$ cat config.mk
export PLATFORM = sky130hd
export DESIGN_NAME = hilo_reg_8
export DESIGN_NICKNAME = d
export VERILOG_FILES = /design/src/rtl/hilo_reg_8.sv
export SDC_FILE = /design/constraint.sdc
export NUM_CORES = 1
export LEC_CHECK = 0
export ABC_AREA = 1
export CORE_ASPECT_RATIO = 1.25
export CORE_UTILIZATION = 45
export CTS_CLUSTER_SIZE = 24
export DETAILED_ROUTE_END_ITERATION = 8
export GPL_TIMING_DRIVEN = 0
export MAX_ROUTING_LAYER = met4
export PLACE_DENSITY = 0.9
export SLEW_MARGIN = 20
export SYNTH_ARGS = -nofsm -noshare
export SYNTH_HDL_FRONTEND = slang
export SYNTH_SLANG_ARGS = --single-unit
$ cat constraint.sdc
create_clock -name clk -period 4 [get_ports clk]
set_clock_uncertainty 0.05 [all_clocks]
set_input_delay 1 -clock clk [delete_from_list [all_inputs] [get_ports clk]]
set_output_delay 1 -clock clk [all_outputs]
set_load 0.005 [all_outputs]
$ cat src/rtl/hilo_reg_8.sv
// hilo_reg_8: HI/LO product register pair with LAT-cycle multiply commit, move-to/move-from access and interlock
//   clk                  rising-edge clock
//   reset                asynchronous active-low reset
//   FS, mul_valid        multiply issue request (accepted when FS == 5'h2 and mul_ready)
//   VY_hi, VY_lo         product bytes captured at accept
//   mul_ready            high while IDLE
//   mt_hi, mt_lo, D_in   move-to-HI/LO writes, honoured only while IDLE
//   rd_hi, rd_lo         move-from-HI/LO reads; rd_data is combinational, rd_hi has priority
//   stall                any HI/LO access while a product is pending
//   HI, LO, N, Z         architectural registers and flags of {HI,LO}
module hilo_reg_8 #(
  parameter int LAT = 2
) (
  input  logic       clk,
  input  logic       reset,
  input  logic [4:0] FS,
  input  logic [7:0] VY_hi,
  input  logic [7:0] VY_lo,
  input  logic       mul_valid,
  output logic       mul_ready,
  input  logic       mt_hi,
  input  logic       mt_lo,
  input  logic [7:0] D_in,
  input  logic       rd_hi,
  input  logic       rd_lo,
  output logic [7:0] rd_data,
  output logic       stall,
  output logic [7:0] HI,
  output logic [7:0] LO,
  output logic       N,
  output logic       Z
);
  typedef enum logic {IDLE, BUSY} state_t;
  localparam logic [1:0] CNT_INIT = 2'(LAT - 1);
  state_t      r_state;
  logic [1:0]  r_cnt;
  logic [15:0] r_p;
  logic [7:0]  r_hi, r_lo;
  logic        r_n, r_z;
  logic        w_busy, w_accept;
  logic [7:0]  w_hi_nx, w_lo_nx;
  assign w_busy    = r_state == BUSY;
  assign w_accept  = mul_valid && FS == 5'h2 && !w_busy;
  // values HI/LO take after an IDLE move-to write, used for both the registers and the flags
  assign w_hi_nx   = mt_hi ? D_in : r_hi;
  assign w_lo_nx   = mt_lo ? D_in : r_lo;
  assign mul_ready = !w_busy;
  assign stall     = (rd_hi | rd_lo | mt_hi | mt_lo) && w_busy;
  assign rd_data   = rd_hi ? r_hi : rd_lo ? r_lo : 8'h00;
  assign HI        = r_hi;
  assign LO        = r_lo;
  assign N         = r_n;
  assign Z         = r_z;
  always_ff @(posedge clk or negedge reset) begin
    if (!reset) begin
      r_state <= IDLE;
      r_cnt   <= 2'd0;
      r_p     <= 16'h0;
      r_hi    <= 8'h00;
      r_lo    <= 8'h00;
      r_n     <= 1'b0;
      r_z     <= 1'b1;
    end else if (w_busy) begin
      if (r_cnt != 2'd0) r_cnt <= r_cnt - 2'd1;
      else begin
        r_hi    <= r_p[15:8];
        r_lo    <= r_p[7:0];
        r_n     <= r_p[15];
        r_z     <= r_p == 16'h0;
        r_state <= IDLE;
      end
    end else begin
      // a move-to write and an accept may share this edge; the later commit overwrites both halves
      if (mt_hi || mt_lo) begin
        r_hi <= w_hi_nx;
        r_lo <= w_lo_nx;
        r_n  <= w_hi_nx[7];
        r_z  <= {w_hi_nx, w_lo_nx} == 16'h0;
      end
      if (w_accept) begin
        r_p     <= {VY_hi, VY_lo};
        r_cnt   <= CNT_INIT;
        r_state <= BUSY;
      end
    end
  end
endmodule
==> results_dict.tcl <==
set metrics [dict create \
    power_switching_uw 384 \
    wl_per_cell_um 14.3 \
    fp.dieW_um 61.5 \
    tns_ns 0 \
    yosysMostFrequentCell "nand2_1" \
    cts_buffers 5 \
    drive_above_1_share_pct 8.43 \
    clock_sink_count 36 \
    worst_skew_pair.late_latency_ns 0.30 \
    cts_tree "yes" \
    synthTopCellsByArea "dfrtp_1 (44%), nand2_1 (12%), inv_1 (7.5%)" \
    drtIter0Drc 118 \
    synthesis.area_um2 1990 \
    end_kind "output port" \
    track_usage_pct 26.9 \
    cts_buffer_depth 2 \
    fin_area_um2 2850 \
    hp-class "register to register" \
    dieArea_um2 4700 \
    syn_inst 262 \
    status "finished clean" \
    route.detailed.drc 0 \
    rsz0062_at_grt "no" \
    netlist.area_leader.share_pct 44.0 \
    start_kind "primary input" \
    synth_compound_area_share_pct 20.9 \
    ys_seq_area_share_pct 45.3 \
    dp_hpwl_um 4140 \
    firstDrtPassIters 4 \
    crit_type "primary input to output port" \
    synth_top_family_by_area "compound AO/OA/AOI/OAI gates" \
    synth_seq_cells 36 \
    final_antenna_net_count 0 \
    ys_types 24 \
    place_area_um2 2700 \
    syn_avg_cell_area_um2 7.60 \
    pwr-share-seq_pct 36.4 \
    grt-ovfl-total 0 \
    switching_share_pct 28.4 \
    antenna_found_initial 0 \
    grt_pass1_wl_um 9160 \
    ios 64 \
    finalSetupViolations 0 \
    gp_congestion 0.931 \
    synth_fa_ha_area_share_pct 0.628 \
    critPathArrivalTime_ns 2.66 \
    rows 26 \
    multi_input_area_um2 826 \
    report.final.slew_viol_count 0 \
    max_freq_mhz 269 \
    cts_hold_buf 0 \
    fillerInstances 355 \
    seq_area_um2 902 \
    period_minus_slack_ns 3.71 \
    grt_pass1_vias 2092 \
    synthMuxAreaShare_pct 0 \
    fin_nets 368 \
    synth_common_cells "nand2_1 (65), inv_1 (40), dfrtp_1 (35)" \
    fin_crit_sh_pct 92.8 \
    path_max_fanout 9 \
    irDropWorstVdd_mv 0.241 \
    cts_setup_buffers 0 \
    yosys.area_share.simple_pct 19.9 \
    wl_um 5530 \
    synthArstFlopShare_pct 100 \
    cts-resized-gates 0 \
    grt_max_degree 22 \
    synthXorXnorAreaFrac_pct 0 \
    tightest_slew_ns 0.424 \
    slew_headroom_pct 71.7 \
    die_y_um 76.4 \
    h-tree-depth 2 \
    initial_core_util_pct 47.8 \
    pwr-share-clk_pct 33.2 \
    internal_power_uw 966 \
    avgViaCountPerCell 5.23 \
    power.static_leakage_uw 0.00138 \
    synthFlopType "dfrtp_1" \
    required_ns 2.95 \
    cap_violations 0 \
    core_um2 4160 \
    root_buffer "clkbuf_8" \
    syn_to_final_growth_pct 43.3 \
    diodes 0 \
    finalHoldViolCount 0 \
    ys_warn_count 0 \
    clkTransAtPathRegs_ns 0.07 \
    vias 2030 \
    portBuffers 61 \
    synth_area_leader_cell "dfrtp_1" \
    synth_edf_count 0 \
    power_frac_comb_pct 30.3 \
    syn_nets 299 \
    powerDensity_nw_per_um2 473 \
]
[power by group through the flow]
stage | Combinational (uW) | Clock, uW | Sequential, uW
detailed placement | 402 | 0 | 496
global placement | 383 | 0 | 492
floorplan | 196 | 0 | 488
finish | 410 | 449 | 492
CTS | 410 | 448 | 490
global route | 457 | 460 | 501
[state kept, by name, summed over array words and instances, names as in the netlist]
name	cells
r_state	1
r_p	16
HI	8
r_cnt	2
LO	8
Z	1
[cell usage in the layout, fill, tap and decap left out, drive strengths merged]
cell type	instances
a21oi	4
a31oi	1
buf	11
bufinv	3
clkbuf	9
clkdlybuf4s50	60
clkinv	1
dfrtp	35
dfstp	1
ha	1
inv	43
nand2	65
nand3	6
nand4	1
nor2	23
nor3	3
o211ai	10
o21ai	40
o22ai	14
or2	1
[per-layer routing]
metal / vias up / part of all wire [%] / track usage (%)
li1: 987 / - / -
met1: 934 / 39 / 27.7
met2: 92 / 53 / 47.1
met3: 17 / 5.3 / 5.26
met4: 0 / 3.2 / 11.8
met5: - / 0 / -
[worst max-delay path, stage by stage]
cell             delay [ns]
clkdlybuf4s50_1        0.50
clkinv_1               0.24
nand2_1                0.32
o22ai_1                0.12
clkdlybuf4s50_1        0.48
[stage by stage]
stage                     worst slack (ns)  std cells  hold WS [ns]  total power (uW)  util [%]
after floorplan                       1.49        262         0.395               684         -
after global placement               0.352        379         0.413               875      64.2
after detailed placement             0.285        380         0.419               899      64.7
after CTS                            0.282        388         0.435              1350      68.5
after global routing                 0.242        388         0.499              1420      68.5
final                                0.287        388         0.439              1350      68.5
[cells by family (layout without fill, tap and decap cells)]
family | Yosys count | count (layout)
DFF | 36 | 36
adders and majority gates | 1 | 1
and+or+nand+nor | 99 | 99
buffers and inverters | 57 | 127
AOI/OAI and AO/OA | 69 | 69
[worst paths after layout]
| path | cells past startpoint | slack, ns | end | startpoint |
|---|---|---|---|---|
| setup / recovery | 5 | 0.29 | rd_data[3] | rd_hi |
| hold / removal | 2 | 0.44 | r_p[12] | r_p[12] |
| setup reg to reg | 4 | 2.53 | LO[5] | r_state |
| hold reg to reg | 2 | 0.44 | r_p[12] | r_p[12] |
| max in group asynchronous | 2 | 2.81 | Z | reset |
| min in group asynchronous | 1 | 0.57 | r_state | reset |
[layout make-up]
type                       count  share of cell area (%)
sequential                    36                    31.6
timing repair buffer          62                    22.2
buffer                        13                    3.46
inverter                      44                    5.79
clock buffer                   5                    2.41
tap                           56                    2.46
multi-input combinational    169                    28.9
clock inverter                 3                    3.16
Note: power is estimated with default switching activity, not from simulation.
